**src/rtl/sdi_crop_cfg_ctrl.sv**
```systemverilog
// Crop-window shadow/commit controller and frame-aligned run/stop sequencer for the SDI-to-AXIS converter.
// Registered outputs; window changes take effect in IDLE or at a vertical-active falling edge only.
module sdi_crop_cfg_ctrl #(
  parameter int MAX_W = 1920,
  parameter int MAX_H = 1080
) (
  input  logic        i_clk,
  input  logic        i_rst,
  input  logic        i_wr_en,
  input  logic [1:0]  i_wr_addr,
  input  logic [15:0] i_wr_data,
  input  logic        i_commit,
  input  logic        i_enable,
  input  logic        i_frame_vs,
  input  logic        i_frame_last,
  output logic [15:0] o_image_w,
  output logic [15:0] o_image_h,
  output logic [15:0] o_offset_x,
  output logic [15:0] o_offset_y,
  output logic        o_cmr_vld,
  output logic        o_commit_pend,
  output logic        o_cfg_err,
  output logic        o_frame_err,
  output logic [15:0] o_frame_cnt,
  output logic [1:0]  o_state
);

  typedef enum logic [1:0] {IDLE = 2'd0, ARM = 2'd1, RUN = 2'd2, STOP = 2'd3} state_t;

  state_t      state;
  logic [15:0] sh_w, sh_h, sh_x, sh_y;
  logic [15:0] pend_w, pend_h, pend_x, pend_y;
  logic [15:0] line_cnt;
  logic        vs_d;
  logic        first_frame;

  logic        vs_fall, vs_rise, cfg_ok;
  logic [16:0] sum_x, sum_y;

  assign vs_fall = vs_d & ~i_frame_vs;
  assign vs_rise = ~vs_d & i_frame_vs;
  assign sum_x   = {1'b0, sh_x} + {1'b0, sh_w};
  assign sum_y   = {1'b0, sh_y} + {1'b0, sh_h};
  // Width must be even: 4:2:2 carries chroma in pixel pairs.
  assign cfg_ok  = (sh_w != 16'd0) && (sh_h != 16'd0) && !sh_w[0] &&
                   (sum_x <= 17'(MAX_W)) && (sum_y <= 17'(MAX_H));
  assign o_state = state;

  always_ff @(posedge i_clk) begin
    if (i_rst) begin
      state         <= IDLE;
      sh_w          <= 16'(MAX_W);
      sh_h          <= 16'(MAX_H);
      sh_x          <= '0;
      sh_y          <= '0;
      pend_w        <= '0;
      pend_h        <= '0;
      pend_x        <= '0;
      pend_y        <= '0;
      o_image_w     <= 16'(MAX_W);
      o_image_h     <= 16'(MAX_H);
      o_offset_x    <= '0;
      o_offset_y    <= '0;
      o_cmr_vld     <= 1'b0;
      o_commit_pend <= 1'b0;
      o_cfg_err     <= 1'b0;
      o_frame_err   <= 1'b0;
      o_frame_cnt   <= '0;
      line_cnt      <= '0;
      vs_d          <= 1'b0;
      first_frame   <= 1'b0;
    end else begin
      vs_d <= i_frame_vs;

      if (i_wr_en) begin
        case (i_wr_addr)
          2'd0: sh_w <= i_wr_data;
          2'd1: sh_h <= i_wr_data;
          2'd2: sh_x <= i_wr_data;
          default: sh_y <= i_wr_data;
        endcase
      end

      if (o_commit_pend && (state == IDLE || vs_fall)) begin
        o_image_w     <= pend_w;
        o_image_h     <= pend_h;
        o_offset_x    <= pend_x;
        o_offset_y    <= pend_y;
        o_commit_pend <= 1'b0;
      end

      // A new commit never displaces the set being applied this edge; it waits for the next blanking.
      if (i_commit) begin
        if (!cfg_ok) begin
          o_cfg_err <= 1'b1;
        end else begin
          o_cfg_err <= 1'b0;
          if (state == IDLE) begin
            o_image_w     <= sh_w;
            o_image_h     <= sh_h;
            o_offset_x    <= sh_x;
            o_offset_y    <= sh_y;
            o_commit_pend <= 1'b0;
          end else begin
            pend_w        <= sh_w;
            pend_h        <= sh_h;
            pend_x        <= sh_x;
            pend_y        <= sh_y;
            o_commit_pend <= 1'b1;
          end
        end
      end

      o_frame_err <= 1'b0;
      if (state == RUN || state == STOP) begin
        if (vs_rise)
          line_cnt <= i_frame_last ? 16'd1 : 16'd0;
        else if (i_frame_last)
          line_cnt <= line_cnt + 16'd1;
        if (vs_fall) begin
          if (!first_frame && line_cnt != o_image_h)
            o_frame_err <= 1'b1;
          o_frame_cnt <= o_frame_cnt + 16'd1;
          first_frame <= 1'b0;
        end
      end

      case (state)
        IDLE: begin
          o_cmr_vld <= 1'b0;
          if (i_enable) state <= ARM;
        end
        ARM: begin
          if (!i_enable) begin
            state <= IDLE;
          end else if (!i_frame_vs) begin
            state       <= RUN;
            o_cmr_vld   <= 1'b1;
            first_frame <= 1'b1;
          end
        end
        RUN: begin
          if (!i_enable) state <= STOP;
        end
        default: begin
          if (i_enable) begin
            state <= RUN;
          end else if (!i_frame_vs) begin
            state     <= IDLE;
            o_cmr_vld <= 1'b0;
          end
        end
      endcase
    end
  end

endmodule

```
**config.mk**
```make
export PLATFORM = sky130hd
export DESIGN_NAME = sdi_crop_cfg_ctrl
export DESIGN_NICKNAME = d
export VERILOG_FILES = /design/src/rtl/sdi_crop_cfg_ctrl.sv
export SDC_FILE = /design/constraint.sdc
export NUM_CORES = 1
export LEC_CHECK = 0
export CORE_MARGIN = 2
export CORE_UTILIZATION = 62
export DETAILED_ROUTE_END_ITERATION = 10
export PLACE_DENSITY = 0.88
export SLEW_MARGIN = 10
export SYNTH_ARGS = -nofsm -noshare
export SYNTH_HDL_FRONTEND = slang
export SYNTH_SLANG_ARGS = --single-unit
```
**constraint.sdc**
```tcl
create_clock -name i_clk -period 9.58 [get_ports i_clk]
set_input_delay 2.874 -clock i_clk [delete_from_list [all_inputs] [get_ports i_clk]]
set_output_delay 2.874 -clock i_clk [all_outputs]
set_load 0.05 [all_outputs]
```
* Word-level counts from Yosys, hierarchy flattened
Cells that the tools add are included.
** Cells by class
- Reductions and logical operators :: 26
- Eq/ne operators :: 14
- Bitwise operators :: 9
- $lt $le $gt $ge :: 2
- Add/sub/neg operators :: 4
- Multiplexer cells :: 42
** Operators with widths (number)
- 2-to-1 mux 16 bit :: 18
- adder 16 x 16 -> 17 bit :: 2
- <= comparator 17 x 11 -> 1 bit (second input constant) :: 2
- adder 16 x 1 -> 16 bit (second input constant) :: 2
- nonzero test 16 bit :: 2
- 2-to-1 mux 1 bit :: 16
- inequality test 16 bit :: 1
- 2-to-1 mux 2 bit :: 6
- AND reduction 2 bit :: 6
- inequality test 2 bit (second input constant) :: 4
- inverter 1 bit :: 7
- == test 2 bit (second input constant) :: 3
- logical AND 1 bit :: 6
- case mux 2 bit (3 select lines) :: 1
- OR reduction 3 bit :: 2
- AND reduction 5 bit :: 1
- == test 2 x 1 -> 1 bit (second input constant) :: 2
- zero test 2 bit :: 2
- inequality test 4 x 2 -> 1 bit (second input constant) :: 1
- AND reduction 4 bit :: 1
- inequality test 3 x 1 -> 1 bit (second input constant) :: 1
- inequality test 3 x 2 -> 1 bit (second input constant) :: 1
- inequality test 3 bit (second input constant) :: 1
- case mux 1 bit (3 select lines) :: 1
- 5 further kinds :: 8
** Word-level totals
- Bits in registers :: 232
- Bits of input ports :: 25
- Output and inout port bits :: 86
- Word-level logic and storage cells :: 118

* Longest topological paths before layout
Gate-level depths: netlist (run 1).
- Depth after elaboration :: 8
- Depth in mapped cells :: 12
- Depth with buffers taken out :: 10

* Worst setup path after synthesis (run 1)
No wires, ideal clock.
- Path kind :: input to register
- From :: input i_commit
- To :: register o_image_h[0]
- Arrival :: 5.104 ns
- Library setup time :: 0.121 ns
- Buffers on the path :: 2
- Path slack :: 4.355 ns
- Stages on the path :: 9
- Required time :: 9.459 ns
- Cell sequence :: nor4b_1 -> and3_1 -> nand4_1 -> or4_1 -> a2111o_1 -> or3_1 -> buf_6 -> buf_6 -> mux2_4
** On the way
- Word-level cells in the longest chain between the ends :: 1
** RTL lines
- from (decl) :: RTL line 12 : input logic i_commit,
- 2-to-1 mux 16 bit :: RTL line 93 : if (i_commit) begin
- to (signal assigned) :: RTL line 61 : o_image_h <= 16'(MAX_H);
- to (signal assigned) :: RTL line 86 : o_image_h <= pend_h;
- to (signal assigned) :: RTL line 100 : o_image_h <= sh_h;
- to (decl) :: RTL line 17 : output logic [15:0] o_image_h,
No other way between the ends.
A chain may end at the register's enable or synchronous reset.

* Worst setup path after layout (run 1)
- From :: input i_commit
- To :: register o_image_h[1]
The elaborated chain is that of the path after synthesis.

==> impl_results.md, run 1 <==
* Status: finished with violations
* Violated checks: design-rule violations
* Async SR Flop Fraction at 0
* Post-CTS Hold Fix Bufs at 0
* Drc violations at 8
* Max-slew violation count at 0
* Hold crit path type: flop to flop
* Critical Path Sink Type: flop
* Die ar. at 19,600 um2
* Gr usage total at 0.283
* Root Driver: clkbuf_16
* Port Buffers at 110
* RSZ-0062 raised after global routing: false
* Initial antenna violation count at 0
* Crit start category: primary input
* Post-CTS Resized at 0
* Crit-path cells: clkdlybuf4s50_1, nor4b_1, and3_1, nand4_1, or4_1, a2111o_1, or3_4, buf_4, mux2_4
* Post-Route WL at 28,300 um
* Worst Tran Pin Value at 1.08 ns
* Core ar. at 18,100 um2
* I/O pin total at 111
* Max-cap violations at 0
* Fillers at 1,294
* Crit path max fanout at 44
* Routed vias/inst at 5.92
* Vias in the first global route at 9,114
* Critical-path top delay cell: or3_4
* Cell taking the most area after synthesis: dfxtp_1
* Largest net degree at the start of global routing at 108
* First-pass GRT wire length at 45,600 um
* Mapped Cells at 1,287
* Avg Inst Size Synth at 8.93 um2
* Ys Warns at 0
* Most frequent cells in the layout: nand2_1, dfxtp_1, clkdlybuf4s50_1
* Avg WL per Cell at 17.7 um
* Setup TNS at 0 ns
* Grt ovf at 0
* Max VDD drop at 0.128 mV
* WP data required at 9.97 ns
* Footprint of the multi-input gates at 6530 um2
* Final period utilization at 0.624
* Final antenna-violating net count at 0
* DR pass1 iterations at 8
* CTS Buf Count at 24
* Nets at 1,424
* Commonest non-fill, non-tap cell in the layout: nand2_1
* Clock Skew at 0.0148 ns
* Clock buffer depth at 3
* Clk_lat worst skew at 0.52 ns
* Final hold viol count at 0
* Yosys cell types at 60
* Reg2reg setup slack at 4.75 ns
* Worst stage delay on the critical path at 0.60 ns
* WP data arrival at 6.37 ns
* Number of synthesized flops with an enable pin at 0
* Final setup viols at 0
* 1st-iter DRT viols at 683
* Slew HR at 0.279
* Power per cell area at 162 nW/um2
* Max Fclk at 167 MHz
* Synthesized area at 11,500 um2
* Initial Util at 0.636
* Worst Setup Path Type: primary input to flop
* Number of synthesized register bits at 232
* Sink Count at 232
* DR vias at 9,487
* Synth area leaders: dfxtp_1, mux2i_1, nand2_1
* Leakage at 5.61 nW
* Synth-to-Final Area Change at 17.0%
* Register area share after synthesis at 0.404
* TritonCTS clock tree: built
* FP Rows at 49
* CTS H-tree depth at 1
* Die W at 140 um
* Fin crit period at 5.98 ns
* Total area of sequential cells at 4640 um2
* Post-synth top flop: dfxtp_1
* Postcts setup bufs at 0
* Dpl hpwl at 19,000 um
* Syn Nets at 1,352
* Final RePlAce weighted congestion at 0.979
* Share of layout cells above drive strength 1 at 0.111
* Antenna diodes at 0
* WHS at 0.435 ns
* Worst-path clk slew at 0.06 ns
* Yosys top cell area share at 0.404
* Die height at 140 um
[power breakdown]
group          total (mW)  switching (mW)  internal, mW
logic               0.226           0.140        0.0857
registers            1.00          0.0216         0.983
clock network       0.945           0.380         0.564
[kinds of logic (layout without fill, tap and decap cells)]
family                     after synthesis  after routing  share of synthesized area
and+or+nand+nor                        517            517                      0.203
DFF                                    232            232                      0.404
muxes                                  192            192                      0.185
AOI/OAI and AO/OA                      161            161                     0.0838
buffers and inverters                   80            167                     0.0298
xor gates and xnor gates                65             65                     0.0495
adders and majority gates               40             40                     0.0448
[routing by layer]
layer / track usage / vias up / routed length (um) / part of all wire
met5: 0 / - / 0 / 0
li1: - / 4571 / - / -
met1: 0.380 / 4500 / 12500 / 0.44
met4: 0.104 / 0 / 1000 / 0.035
met2: 0.467 / 347 / 12900 / 0.46
met3: 0.0383 / 69 / 1910 / 0.067
[synthesized netlist by cell type, drive strengths merged (9+ instances only)]
master,n
and3,11
xor2,32
o21ai,24
mux2,94
nand4,18
inv,9
dfxtp,232
mux2i,98
ha,38
nand3,21
nor3,16
buf,18
a211oi,12
nor2b,59
nor4,11
nand2,260
xnor2,33
a21oi,87
clkbuf,53
nor2,91
[per-stage QoR]
step | total power, mW | instance area (um2) | setup slack [ns] | instances | utilization
after global placement | 1.24 | 12600 | 3.21 | 1562 | 0.699
after global routing | 2.24 | 13400 | 3.48 | 1603 | 0.743
after detailed placement | 1.25 | 12600 | 3.19 | 1562 | 0.699
after CTS | 2.18 | 13400 | 3.65 | 1603 | 0.743
final | 2.18 | 13400 | 3.60 | 1603 | 0.743
after floorplan | 1.18 | 11500 | 4.36 | 1287 | -
[worst paths after layout]
path / cells after the start / start / to
setup / recovery: 9 / i_commit / o_image_h[1]
hold / removal: 1 / first_frame / o_frame_err
setup reg to reg: 11 / sh_h[0] / o_image_h[1]
hold reg to reg: 1 / first_frame / o_frame_err
[final cells by class]
cell class	count	area share
clock inverters	9	0.00707
repair buffers	117	0.0856
multi-input cells	975	0.486
inverters	9	0.00251
clock buffers	32	0.0522
well taps	229	0.0213
flip-flops and latches	232	0.345
[critical path: cells and delay by family]
kind            cells  cell delay (ns)
buf+inv             2             0.95
simple gates        5             1.60
mux                 1             0.42
compound gates      1             0.44
Power figures use the tool's default switching activity.
==> run 2, diff against run 1 <==
Settings changed: CORE_UTILIZATION 62 to 58, PLACE_DENSITY 0.88 to 0.83.
Clock period 9.58 ns to 6.04 ns, I/O delays scaled along.
==> impl_results.md, run 2 (synthesis gave the netlist of run 1 again) <==
* Root Driver: clkbuf_16
* Final hold viol count at 0
* Max-slew violation count at 0
* Share of layout cells above drive strength 1 at 0.111
* Max-cap violations at 0
* Final RePlAce weighted congestion at 0.924
* Clock Skew at 0.0142 ns
* Vias in the first global route at 8,797
* Worst-path clk slew at 0.06 ns
* Fin crit period at 4.71 ns
* Postcts setup bufs at 0
* WP data arrival at 5.10 ns
* Max VDD drop at 0.201 mV
* GRT Max-Usage Layer: met2
* Die W at 145 um
* RSZ-0062 raised after global routing: false
* Grt ovf at 0
* Post-Route WL at 27,800 um
* CTS H-tree depth at 1
* Core ar. at 19,500 um2
* First-pass GRT wire length at 44,400 um
* Port Buffers at 110
* Dpl hpwl at 19,200 um
* Clock buffer depth at 3
* Crit start category: primary input
* Drc violations at 0
* CTS Buf Count at 24
* Initial Util at 0.591
* Sink Count at 232
* Synth-to-Final Area Change at 17.7%
* M1 GR Usage at 0.367
* Avg WL per Cell at 16.9 um
* WHS at 0.429 ns
* Global-route met2 utilization at 0.419
* Final setup viols at 0
* Placed Cells incl. Taps at 1,601
* Layout Cells excl Fill at 1,644
* Routed vias/inst at 5.72
* Die height at 145 um
* FP Rows at 51
* TritonCTS clock tree: built
* Leakage at 5.62 nW
* 1st-iter DRT viols at 649
* Final period utilization at 0.779
* Most frequent cells in the layout: nand2_1, dfxtp_1, clkdlybuf4s50_1
* Largest net degree at the start of global routing at 76
* Critical Path Sink Type: flop
* Max Fclk at 212 MHz
* Clk_lat worst skew at 0.52 ns
* Setup TNS at 0 ns
* Hold crit path type: flop to flop
* I/O pin total at 111
* Gr usage total at 0.262
* Worst Setup Path Type: primary input to flop
* WP data required at 6.43 ns
* Initial antenna violation count at 0
* DR vias at 9,402
* GR Util met3 at 0.0349
* Post-CTS Resized at 0
* Final antenna-violating net count at 0
* Status: complete, no violations
* Post-CTS Hold Fix Bufs at 0
* Die ar. at 21,000 um2
* Power per cell area at 256 nW/um2
* DR pass1 iterations at 5
* Footprint of the multi-input gates at 6530 um2
* Crit path max fanout at 49
* Antenna diodes at 0
* Commonest non-fill, non-tap cell in the layout: nand2_1
* Slew HR at 0.157
* Total area of sequential cells at 4640 um2
* Fillers at 1,476
* Nets at 1,427
* Worst Tran Pin Value at 1.26 ns
## run 2: where the power goes
part           total (mW)  internal, mW  switching [mW]
sequential           1.59          1.56          0.0344
combinational       0.358         0.138           0.220
clock                1.51         0.903           0.610
total                3.46          2.60           0.864
## run 2: area by class of cell
cell class                      count  area share
Clock buffer                       36      0.0530
Clock inverter                      7     0.00647
Inverter                            9     0.00250
Multi-Input combinational cell    975       0.483
Sequential cell                   232       0.343
Tap cell                          265      0.0245
Timing Repair Buffer              120      0.0877
## run 2: final timing paths
path / start / endpoint / slack (ns) / depth (start not counted)
max: i_commit / o_offset_y[4] / 1.33 / 9
min: first_frame / o_frame_err / 0.43 / 1
max reg2reg: sh_h[0] / o_offset_y[4] / 1.44 / 11
min reg2reg: first_frame / o_frame_err / 0.43 / 1
## run 2: layer usage
metal  vias up  routed length, um
met4         0                918
li1       4563                  -
met3        62               1810
met2       311              12500
met5         -                  0
met1      4466              12600
## run 2: worst max-delay path: stages
cell and delay [ns]:
clkdlybuf4s50_1 0.52, nor4b_1 0.24, and3_1 0.19, nand4_1 0.09, or4_1 0.48, a2111o_1 0.43, or3_4 0.76, buf_4 0.38
mux2i_1 0.15
## run 2: through the flow
| stage | util | total power, mW | area (um2) | setup WS, ns |
|---|---|---|---|---|
| floorplan | - | 1.87 | 11500 | 1.88 |
| global placement | 0.654 | 1.97 | 12700 | 0.837 |
| detailed placement | 0.654 | 1.98 | 12700 | 0.830 |
| CTS | 0.695 | 3.47 | 13500 | 1.34 |
| global route | 0.695 | 3.57 | 13500 | 1.14 |
| finish | 0.695 | 3.46 | 13500 | 1.33 |
==> run 3, diff against run 2 <==
Clock period 6.04 ns to 4.4 ns, I/O delays scaled along.
==> impl_results.md, run 3 (synthesis gave the netlist of run 1 again) <==
* Critical Path Sink Type: flop
* Root Driver: clkbuf_16
* Grt ovf at 0
* Commonest non-fill, non-tap cell in the layout: nand2_1
* Worst Setup Path Type: flop to flop
* Gr usage total at 0.266
* Leakage at 5.70 nW
* Initial Util at 0.591
* WP data required at 4.80 ns
* TritonCTS clock tree: built
* CTS Buf Count at 24
* Most frequent cells in the layout: nand2_1, dfxtp_1, clkdlybuf4s50_1
* Crit start category: flop
* Dpl hpwl at 19,400 um
* WP data arrival at 4.54 ns
* Clock Skew at 0.0130 ns
* Port Buffers at 110
* R2r startpoint: sh_h[0]
* Antenna diodes at 0
* Clock buffer depth at 3
* Crit path max fanout at 27
* Fin crit period at 4.14 ns
* Final antenna-violating net count at 0
* Sink Count at 232
* Post-route cell area at 13,700 um2
* Core ar. at 19,500 um2
* Share of layout cells above drive strength 1 at 0.115
* CP startpoint: sh_h[0]
* I/O pin total at 111
* Max VDD drop at 0.282 mV
* Post-Route WL at 28,000 um
* Worst R2R Path Depth at 11
* Total area of sequential cells at 4640 um2
* Worst Tran Pin Value at 0.861 ns
* Final setup viols at 0
* Worst-path clk slew at 0.06 ns
* Die ar. at 21,000 um2
* Min-Delay Startpoint: first_frame
* Slew HR at 0.425
* Final hold viol count at 0
* Post-CTS Resized at 0
* FP Rows at 51
* Die height at 145 um
* Routed vias/inst at 5.68
* Avg WL per Cell at 17.0 um
* Drc violations at 0
* Clk_lat worst skew at 0.52 ns
* DR pass1 iterations at 5
* Fillers at 1,472
* Max-slew violation count at 0
* Post-CTS Hold Fix Bufs at 0
* Hold Path Depth at 1
* Postcts setup bufs at 0
* Footprint of the multi-input gates at 6530 um2
* Power per cell area at 352 nW/um2
* Fin worst setup slack at 0.262 ns
* 1st-iter DRT viols at 582
* Final RePlAce weighted congestion at 0.901
* Max Fclk at 242 MHz
* DR vias at 9,374
* RSZ-0062 raised after global routing: false
* Setup TNS at 0 ns
* Synth-to-Final Area Change at 19.1%
* Hold crit path type: flop to flop
* First-pass GRT wire length at 45,100 um
* Status: complete, no violations
* Largest net degree at the start of global routing at 183
* Final period utilization at 0.941
* Vias in the first global route at 8,982
* Max-cap violations at 0
* Dpl ws at 0.0382 ns
* Die W at 145 um
* Final Util at 0.704
* Initial antenna violation count at 0
* CTS H-tree depth at 1
* Area after DPL at 12,900 um2
* Nets at 1,433
* WHS at 0.446 ns
run 3: path summary, 6_finish.rpt:
kind	slack [ns]	endpoint
min reg2reg	0.45	o_frame_err
max	0.26	o_image_w[11]
min	0.45	o_frame_err
max reg2reg	0.26	o_image_w[11]
run 3: through the flow:
stage / cells / total power [mW]
floorplan: 1287 / 2.57
global placement: 1607 / 2.72
detailed placement: 1607 / 2.73
CTS: 1650 / 4.84
global route: 1650 / 4.98
finish: 1650 / 4.82
run 3: metal layers:
layer	track usage	part of all wire	wire length, um
met3	0.0352	0.057	1600
met2	0.430	0.45	12700
met1	0.368	0.46	12900
met5	0	0	0
met4	0.0899	0.030	838
run 3: layout make-up:
cell class / instances / area share
inverter: 9 / 0.00247
timing repair buffer: 126 / 0.0963
multi-input combinational: 975 / 0.477
tap: 265 / 0.0242
clock inverter: 6 / 0.00786
sequential: 232 / 0.339
clock buffer: 37 / 0.0533
run 3: report_power, final:
part | switching [mW] | internal (mW) | total, mW | leakage, nW
logic | 0.305 | 0.202 | 0.507 | 3.41
registers | 0.0467 | 2.14 | 2.19 | 1.88
clock network | 0.807 | 1.31 | 2.12 | 0.409
total | 1.16 | 3.66 | 4.82 | 5.70
run 3: worst max-delay path, stage by stage, from the launching register on:
cell	delay, ns
dfxtp_1	0.39
ha_1	0.26
fa_1	0.40
a211oi_1	0.45
o211ai_1	0.22
a211oi_1	0.38
a21oi_1	0.15
xor2_1	0.18
or4b_2	0.67
or3_4	0.39
buf_12	0.20
mux2_4	0.31
